<file path="src/rtl/digit_entry_conditioner.sv">
// Insert-button / digit-switch conditioner feeding the combination-lock FSM.
// Optional idle timeout enabled by defining ENTRY_TIMEOUT_EN.
module digit_entry_conditioner #(
    parameter int DEBOUNCE_CYCLES = 4,
    parameter int MAX_DIGITS      = 6,
    parameter int TIMEOUT_CYCLES  = 1000
) (
    input  logic       clock,
    input  logic       reset,
    input  logic       btn_raw,
    input  logic [3:0] number_raw,
    input  logic       clear,
    output logic       insere,
    output logic [3:0] number,
    output logic       invalid_digit,
    output logic       entry_full,
    output logic [3:0] digit_count,
    output logic       timeout
);

    localparam int              DB_W    = (DEBOUNCE_CYCLES > 2) ? $clog2(DEBOUNCE_CYCLES) : 1;
    localparam logic [DB_W-1:0] DB_LAST = DB_W'(DEBOUNCE_CYCLES - 1);
    localparam logic [3:0]      MAX_CNT = 4'(MAX_DIGITS);

    typedef enum logic [1:0] {
        IDLE,
        PRESS_WAIT,
        HELD,
        RELEASE_WAIT
    } state_t;

    state_t          state, state_next;
    logic [DB_W-1:0] db_cnt, db_cnt_next;
    logic            btn_meta, btn_s;
    logic [3:0]      num_meta, num_s;
    logic            press_done, accept, reject, timeout_hit;

    // Button idles released (high); switches idle at zero.
    always_ff @(posedge clock or negedge reset) begin
        if (!reset) begin
            btn_meta <= 1'b1;
            btn_s    <= 1'b1;
            num_meta <= '0;
            num_s    <= '0;
        end else begin
            btn_meta <= btn_raw;
            btn_s    <= btn_meta;
            num_meta <= number_raw;
            num_s    <= num_meta;
        end
    end

    always_ff @(posedge clock or negedge reset) begin
        if (!reset) begin
            state  <= IDLE;
            db_cnt <= '0;
        end else begin
            state  <= state_next;
            db_cnt <= db_cnt_next;
        end
    end

    always_comb begin
        state_next  = state;
        db_cnt_next = db_cnt;
        unique case (state)
            IDLE: begin
                if (!btn_s) begin
                    state_next  = PRESS_WAIT;
                    db_cnt_next = '0;
                end
            end
            PRESS_WAIT: begin
                if (btn_s)                 state_next  = IDLE;
                else if (db_cnt == DB_LAST) state_next = HELD;
                else                       db_cnt_next = db_cnt + 1'b1;
            end
            HELD: begin
                if (btn_s) begin
                    state_next  = RELEASE_WAIT;
                    db_cnt_next = '0;
                end
            end
            RELEASE_WAIT: begin
                if (!btn_s)                state_next  = HELD;
                else if (db_cnt == DB_LAST) state_next = IDLE;
                else                       db_cnt_next = db_cnt + 1'b1;
            end
            default: state_next = IDLE;
        endcase
    end

    // A full entry swallows the press entirely, including the invalid pulse.
    always_comb begin
        press_done = (state == PRESS_WAIT) && !btn_s && (db_cnt == DB_LAST);
        accept     = press_done && (num_s <= 4'd9) && (digit_count < MAX_CNT);
        reject     = press_done && (num_s >  4'd9) && (digit_count < MAX_CNT);
    end

    always_ff @(posedge clock or negedge reset) begin
        if (!reset) begin
            insere        <= 1'b1;
            number        <= '0;
            invalid_digit <= 1'b0;
            digit_count   <= '0;
        end else begin
            insere        <= !accept;
            invalid_digit <= reject;
            if (accept) begin
                number      <= num_s;
                digit_count <= clear ? 4'd1 : digit_count + 4'd1;
            end else if (clear || timeout_hit) begin
                digit_count <= '0;
            end
        end
    end

    assign entry_full = (digit_count == MAX_CNT);

`ifdef ENTRY_TIMEOUT_EN
    localparam int              IDLE_W    = (TIMEOUT_CYCLES > 2) ? $clog2(TIMEOUT_CYCLES) : 1;
    localparam logic [IDLE_W-1:0] IDLE_LAST = IDLE_W'(TIMEOUT_CYCLES - 1);

    logic [IDLE_W-1:0] idle_cnt;
    logic              idle_run;

    assign idle_run    = (digit_count != 4'd0) && (digit_count < MAX_CNT);
    // An accept or clear in the same cycle takes precedence over the timeout.
    assign timeout_hit = idle_run && !accept && !clear && (idle_cnt == IDLE_LAST);

    always_ff @(posedge clock or negedge reset) begin
        if (!reset) begin
            idle_cnt <= '0;
            timeout  <= 1'b0;
        end else begin
            timeout <= timeout_hit;
            if (accept || clear || timeout_hit) idle_cnt <= '0;
            else if (idle_run)                  idle_cnt <= idle_cnt + 1'b1;
        end
    end
`else
    // Parameter still referenced so both builds share one parameter list.
    assign timeout_hit = 1'b0 & (TIMEOUT_CYCLES != 0);
    assign timeout     = 1'b0;
`endif

endmodule

</file>
<file path="config.mk">
export PLATFORM = sky130hd
export DESIGN_NAME = digit_entry_conditioner
export DESIGN_NICKNAME = d
export VERILOG_FILES = /design/src/rtl/digit_entry_conditioner.sv
export SDC_FILE = /design/constraint.sdc
export NUM_CORES = 1
export LEC_CHECK = 0
export ABC_CLOCK_PERIOD_IN_PS = 4600
export BUFFER_PORTS_ARGS = -buffer_cell sky130_fd_sc_hd__buf_2
export CAP_MARGIN = 25
export CORE_MARGIN = 1
export CORE_UTILIZATION = 40
export CTS_CLUSTER_DIAMETER = 30
export DETAILED_ROUTE_END_ITERATION = 10
export PLACE_DENSITY_LB_ADDON = 0.15
export SYNTH_ARGS = -nofsm -noshare
export SYNTH_HDL_FRONTEND = slang
export SYNTH_SLANG_ARGS = --single-unit
</file>
<file path="constraint.sdc">
create_clock -name clock -period 4.6 [get_ports clock]
set_clock_uncertainty 0.05 [all_clocks]
set_input_delay 0.92 -clock clock [delete_from_list [all_inputs] [get_ports clock]]
set_output_delay 0.92 -clock clock [all_outputs]
set_load 0.05 [all_outputs]
</file>
=== Yosys cells after proc, flatten, opt, wreduce, memory -nomap -nowiden ===
Cells that the tools add are included.

* Output and inout bits: 12
* Logic and storage cells: 54
* Bits in registers: 24
* Input bits: 8

* Add/sub/neg operators: 2
* Magnitude comparators: 3
* Reductions and logical operators: 12
* Equal/unequal tests: 11
* Multiplexer cells: 16

{| class="wikitable"
|+ Operators by type and width
! cell !! count
|-
| two-way mux 2 bit || 11
|-
| case mux 2 bit (4 select lines) || 2
|-
| two-way mux 4 bit || 3
|-
| inequality test 2 bit (second input constant) || 4
|-
| AND reduction 4 bit || 2
|-
| == test 2 bit (second input constant) || 3
|-
| logical AND 1 bit || 6
|-
| inequality test 3 bit (second input constant) || 2
|-
| adder 4 x 1 -> 4 bit (second input constant) || 1
|-
| == test 4 x 3 -> 1 bit (second input constant) || 1
|-
| > comparator 4 bit (second input constant) || 1
|-
| <= comparator 4 bit (second input constant) || 1
|-
| less-than comparator 4 x 3 -> 1 bit (second input constant) || 1
|-
| adder 2 x 1 -> 2 bit (second input constant) || 1
|-
| == test 2 x 1 -> 1 bit (second input constant) || 1
|-
| zero test 1 bit || 2
|-
| zero test 2 bit || 1
|-
| nonzero test 2 bit || 1
|}

=== Depth between registers and ports, before layout ===
Gate-level depths: netlist (run 1).

* Depth after elaboration: 6
* Depth in mapped cells: 5

=== Worst setup path after synthesis (run 1) ===
Ideal clock, no wire load.

* Path type: register to output
* Start: reg digit_count[1]
* End: out entry_full
* Buffers on the path: 0
* Arrival time: 1608 ps
* Slack: 2022 ps
* Cell stages (with the launch flop): 4
* Path through: dfrtp_1 ha_1 nand2_1 nor2_1

* Cells in the longest elaborated chain, start to end: 1

{| class="wikitable"
|+ Ends and longest elaborated chain
! item !! line !! source
|-
| start, declared || 17 || <nowiki>output logic [3:0] digit_count,</nowiki>
|-
| start signal, assigned || 111 || <nowiki>digit_count <= clear ? 4'd1 : digit_count + 4'd1;</nowiki>
|-
| == test 4 x 3 -> 1 bit || 118 || <nowiki>assign entry_full = (digit_count == MAX_CNT);</nowiki>
|-
| end, declared || 16 || <nowiki>output logic entry_full,</nowiki>
|}

Every way passes these cells.

=== Worst setup path in the final report (run 1) ===
* Start: reg digit_count[0]
* End: out entry_full

The elaborated chain is that of the path after synthesis.

==> metrics.md, run 1 <==
| Metric | Value |
|---|---|
| Number of fillers in the final layout | `~190` |
| Crit path capture type | `output port` |
| Overall power | `between 0.5 and 0.6 mW` |
| Pre-CTS WS | `about 2.6 ns` |
| Max Freq | `approximately 430 MHz` |
| Status | `complete, no violations` |
| Aggregate routed wire length | `between 1 and 1.5 mm` |
| Reg clk slew, reported paths | `0.13 ns` |
| WL/cell | `approximately 12 µm` |
| Initial Utilization | `between 40% and 50%` |
| Vias in the first global route | `495` |
| Min Tclk post-route | `approximately 2.3 ns` |
| Worst EP arrival | `~1.4 ns` |
| Worst Hold Path Cells | `0` |
| CTS tree | `done` |
| Ports | `20` |
| Measured slew at the worst slew-check pin | `a little over 0.5 ns` |
| Leak pwr | `approximately 0.54 nW` |
| Max_cap viols | `0` |
| Post-Syn Nets | `76` |
| Pwr Density | `~510 nW/µm²` |
| Global route overflow | `0` |
| Num CTS Buffers | `3` |
| Antenna violations before repair | `0` |
| H-tree levels | `1` |
| Crit share post-route | `50.9%` |
| Clock sinks | `24` |
| Clock latency at the later pin of the worst-skew pair | `around 0.31 ns` |
| Core Box Area | `~2200 µm²` |
| Initial drt markers | `1` |
| Final worst slack | `2.26 ns` |
| ANT cells | `0` |
| DRT Pass-1 Iters | `3` |
| Syn Area/Cell | `between 10 and 15 µm²` |
| Synth Cell Area | `a little over 900 µm²` |
| Peak supply drop | `roughly 0.00026 V` |
| Critical Path RT | `roughly 3.6 ns` |
| Via/cell ratio | `approximately 4.6` |
| Worst-path maximum fanout | `3` |
| Remaining DRCs | `0` |
| Synth Flop Type | `dfrtp_1` |
| EDFF count, synth | `0` |
| Hold Crit Start | `num_meta[0]` |
| Port bufs | `18` |
| Synth Instances | `65` |
| Total GRT Usage | `12.6%` |
| Endpoint, Worst Hold | `num_s[0]` |
| Final Max Tran Viols | `0` |
| Sum Neg Setup Slack | `0 ns` |
| Root buffer cell | `clkbuf_4` |
| First-pass GRT wire length | `2.25 mm` |
| FF+latch count, synth | `24` |
| Core Rows | `17` |
| Reg2reg start | `db_cnt[0]` |
| Post-synthesis sequential area ratio | `around 65%` |
| Synth area leaders | `dfrtp_1 (57%), dfstp_2 (8.5%), mux2_4 (4.9%)` |
| Layout cells sized above 1 | `approximately two fifths` |
| HP Class | `reg -> reg` |
| CP Class | `reg -> out` |
| Startpoint Class | `flop` |
| FF-to-FF path depth | `4` |
| Library cells used by synthesis | `24` |
| R2R Setup Slk | `around 2.8 ns` |
| Gpl congestion | `0.707` |
| Antenna viol nets, final | `0` |
| Final setup violation count | `0` |
| Deepest clock path buffer count | `2` |
| Chip width | `roughly 50 µm` |
| Area leader, netlist | `dfrtp_1` |
| RSZ-0062 raised after global routing | `false` |
| Largest net degree at the start of global routing | `25` |
| Hold Fails Final Rpt | `0` |
| Synth Warn # | `0` |
| Vias | `approximately 520` |
| Rel. slew slack | `66.0%` |
| Post-CTS Hold Buffers | `0` |
| Crit Reg-Reg Endpoint | `number[2]` |
| # Post-CTS Setup Buffers | `0` |
| Post-DP HPWL | `~930 µm` |
| Asr flop ratio synth | `between 90% and 100%` |
| Post-CTS sizing | `0` |
| Layout Nets | `97` |
| Die area | `2520 µm²` |
| Area Growth Syn to Fin | `17.1%` |
| Top cell type's share of synthesized area | `a little under three fifths` |
| Chip height | `between 50 and 60 µm` |
per-stage QoR:
step | util (%) | area (µm²) | instances | hold WS [ns]
floorplan | - | 928 | 65 | 0.281
CTS | 49.6 | 1090 | 113 | 0.317
global route | 49.6 | 1090 | 113 | 0.327
finish | 49.6 | 1090 | 113 | 0.316
global placement | 47.2 | 1030 | 109 | 0.282
detailed placement | 47.2 | 1030 | 109 | 0.286
report_power, final:
group,switching [mW],internal (mW)
Combinational,0.0870,0.0543
Sequential,0.0242,0.246
Clock,0.0605,0.0880
synth_stat cells, types with 2 or more instances:
master    n
o21ai_0   2
dfstp_2   3
mux2_4    3
dfrtp_1  21
nor2_1    4
nor2b_1   3
inv_1     4
nor4b_1   2
mux2_2    2
xnor2_1   2
nand2_1   4
ha_1      3
final cells by class:
class                   count  area (µm²)  share of cell area, %
flip-flops and latches     24         604                   55.6
clock inverters             1        30.0                   2.76
inverters                   4        15.0                   1.38
repair buffers             18        90.1                   8.29
multi-input cells          35         290                   26.7
well taps                  28        35.0                   3.22
clock buffers               3        22.5                   2.07
critical path, cell delays in order, from the launching register on:
cell,delay (ns)
dfrtp_1,0.44
inv_1,0.09
ha_1,0.14
nand2_1,0.05
nor2_1,0.08
buf_2,0.26
logic make-up (layout without fill, tap and decap cells):
logic type / count (synthesis) / in the layout / share of synthesized area (%)
simple gates: 17 / 17 / 12.1
xor+xnor: 2 / 2 / 1.89
compound gates: 7 / 7 / 5.53
buf+inv: 6 / 26 / 3.64
fa+ha+maj: 3 / 3 / 4.04
mux: 5 / 5 / 7.28
other cells: 1 / 1 / 0.404
flops: 24 / 24 / 65.1
state kept, by name (all words and copies together), names as in the netlist, named ones only:
register,flops
invalid_digit,1
insere,1
db_cnt,2
btn_meta,1
number,4
btn_s,1
digit_count,4
num_meta,4
num_s,4
state,1
cell usage in the layout (no fill, tap or decap), types with 2 or more instances in the layout:
master,netlist,final
nor4b_1,2,2
nor2_1,4,4
clkbuf_4,0,3
inv_1,4,4
nand2_1,4,4
mux2_4,3,3
o21ai_0,2,2
ha_1,3,3
mux2_2,2,2
nor2b_1,3,3
xnor2_1,2,2
buf_2,0,18
dfrtp_1,21,21
dfstp_2,3,3
per-layer routing:
layer / track usage [%] / wire (µm)
met1: 17.2 / 678
met3: 3.64 / 60
met4: 7.14 / 14
met2: 17.8 / 546
met5: 0 / 0
worst max-delay path by stage:
stage / from / to / cells past startpoint
3_3_place_gp: digit_count[0] / entry_full / 5
5_1_grt: digit_count[0] / entry_full / 5
2_1_floorplan: digit_count[1] / entry_full / 3
3_5_place_dp: digit_count[0] / entry_full / 5
6_report: digit_count[0] / entry_full / 5
4_1_cts: digit_count[0] / entry_full / 5
Note: power is estimated with default switching activity, not from simulation.
==> run 2, diff against run 1 <==
Settings changed: ABC_CLOCK_PERIOD_IN_PS 4600 to 2110.
Clock period 4.6 ns to 2.11 ns, I/O delays scaled along.
==> run 2 against run 1 <==
Combinational power is 120% higher. Sequential power is 120% higher. Non-clock buffer count stayed put. Via count is 0.38% lower. Sequential share of layout area stayed put. Hold slack worse by 0.30 ns. Largest cell class unchanged. Cell count stayed put. Design area stayed put.
==> metrics.md, run 2 (same netlist as run 1, synthesis figures left out) <==
| Metric | Value |
|---|---|
| Status | `complete, no violations` |
| Worst path bufs/invs | `2` |
| Largest net degree at the start of global routing | `25` |
| WL/cell | `roughly 11 µm` |
| Chip width | `between 50 and 60 µm` |
| Switching share of power | `between 30% and 40%` |
| Power Internal | `around 0.85 mW` |
| Register area | `604 µm²` |
| First-pass GRT wire length | `2.15 mm` |
| Critical path cell sequence | `inv_1 -> ha_1 -> nand2_1 -> nor2_1 -> buf_2` |
| Max_cap viols | `0` |
| Biggest cell delay along the critical path | `0.42 ns` |
| Deepest clock path buffer count | `2` |
| HP Class | `in -> async` |
| Total GRT Usage | `about 12%` |
| Vias | `519` |
| Leading cell type in the layout, fill and taps excluded | `dfrtp_1` |
| Peak supply drop | `0.000589 V` |
| Layout cells sized above 1 | `about two fifths` |
| Clock sinks | `24` |
| Most frequent cells in the layout | `dfrtp_1 (21), buf_2 (18), nand2_1 (4), nor2_1 (4), inv_1 (4)` |
| Crit share post-route | `between 80 and 90%` |
| End-of-flow core utilization | `slightly below 50%` |
| Clk network pwr share | `between 20% and 30%` |
| ANT cells | `0` |
| Critical Path RT | `approximately 1.6 ns` |
| DRT Pass-1 Iters | `3` |
| Final Max Tran Viols | `0` |
| Core Rows | `17` |
| Hold WS | `around 0.012 ns` |
| H-tree levels | `1` |
| Min Tclk post-route | `1.87 ns` |
| Slowest-stage cell, CP | `dfrtp_1` |
| Remaining DRCs | `0` |
| Worst EP arrival | `about 1.4 ns` |
| RSZ-0062 raised after global routing | `false` |
| Layout Nets | `97` |
| Worst-path maximum fanout | `3` |
| Max Freq | `about 540 MHz` |
| Gpl congestion | `0.724` |
| Multi-input gate area in the final layout | `290 µm²` |
| Chip height | `about 50 µm` |
| Combinational share of power | `25.1%` |
| Leak pwr | `roughly 0.54 nW` |
| Final setup violation count | `0` |
| Num CTS Buffers | `3` |
| Reg clk slew, reported paths | `between 0.1 and 0.15 ns` |
| Measured slew at the worst slew-check pin | `0.515 ns` |
| Aggregate routed wire length | `around 1.3 mm` |
| Initial drt markers | `6` |
| Antenna viol nets, final | `0` |
| Port bufs | `18` |
| Die area | `2520 µm²` |
| Number of fillers in the final layout | `approximately 200` |
| Clock latency at the later pin of the worst-skew pair | `0.31 ns` |
| Sum Neg Setup Slack | `0 ns` |
| Area Growth Syn to Fin | `17.1%` |
| Initial Utilization | `42.4%` |
| Startpoint Class | `flop` |
| CP Class | `reg -> out` |
| Post-DP HPWL | `around 920 µm` |
| Rel. slew slack | `between 60% and 70%` |
| Ports | `20` |
| Post-CTS sizing | `0` |
| Post-CTS Hold Buffers | `0` |
| Via/cell ratio | `4.59` |
| Antenna violations before repair | `0` |
| Vias in the first global route | `roughly 470` |
| Crit path capture type | `output port` |
| Pwr Density | `around 1100 nW/µm²` |
| Hold Fails Final Rpt | `0` |
| Crit path max-delay family | `flip-flops` |
| NetSw | `0.378 mW` |
| Core Box Area | `2190 µm²` |
| Root buffer cell | `clkbuf_4` |
| Reg power frac | `between 40 and 50%` |
| # Post-CTS Setup Buffers | `0` |
| Overall power | `between 1 and 1.5 mW` |
| CTS tree | `done` |
| Global route overflow | `0` |
run 2: cell counts in the layout (fill, tap and decap cells not counted):
No cell type changed its count.
run 2: worst register-to-register path, stage by stage, from the launching register on:
cell and delay, ns:
dfrtp_1 0.39, ha_1 0.22, nand4bb_4 0.13, or3_1 0.51, mux2_4 0.35
run 2: final cells by class:
class,count,area share (%)
Clock buffer,3,2.07
Multi-Input combinational cell,35,26.7
Clock inverter,1,2.76
Timing Repair Buffer,18,8.29
Sequential cell,24,55.6
Inverter,4,1.38
Tap cell,28,3.22
run 2: path summary, 6_finish.rpt:
| path | cells past startpoint | to | from | slack (ns) |
|---|---|---|---|---|
| hold reg to reg | 0 | btn_s | btn_meta | 0.31 |
| setup reg to reg | 4 | number[2] | db_cnt[0] | 0.36 |
| min in group clock | 1 | btn_meta | btn_raw | 0.14 |
| hold / removal | 1 | invalid_digit | reset | 0.01 |
| max in group asynchronous | 1 | btn_meta | reset | 1.64 |
| setup / recovery | 5 | entry_full | digit_count[0] | 0.24 |
run 2: per-stage QoR:
stage                     area (µm²)  worst slack [ns]  std cells
after CTS                       1090             0.230        113
after detailed placement        1030             0.352        109
final                           1090             0.244        113
after global placement          1030             0.387        109
after floorplan                  928            0.0302         65
after global routing            1090             0.184        113
run 2: power by group through the flow:
stage	clock, mW	sequential (mW)	combinational, mW
floorplan	0	0.700	0.139
global placement	0	0.595	0.307
detailed placement	0	0.601	0.311
CTS	0.338	0.592	0.311
global route	0.354	0.603	0.334
finish	0.327	0.590	0.307
run 2: routing by layer:
layer	vias up	routed length [µm]	global-route usage (%)
met5	-	0	0
met4	0	19	5.71
met3	2	68	2.73
met2	16	574	18.4
met1	244	636	16.2
li1	257	-	-
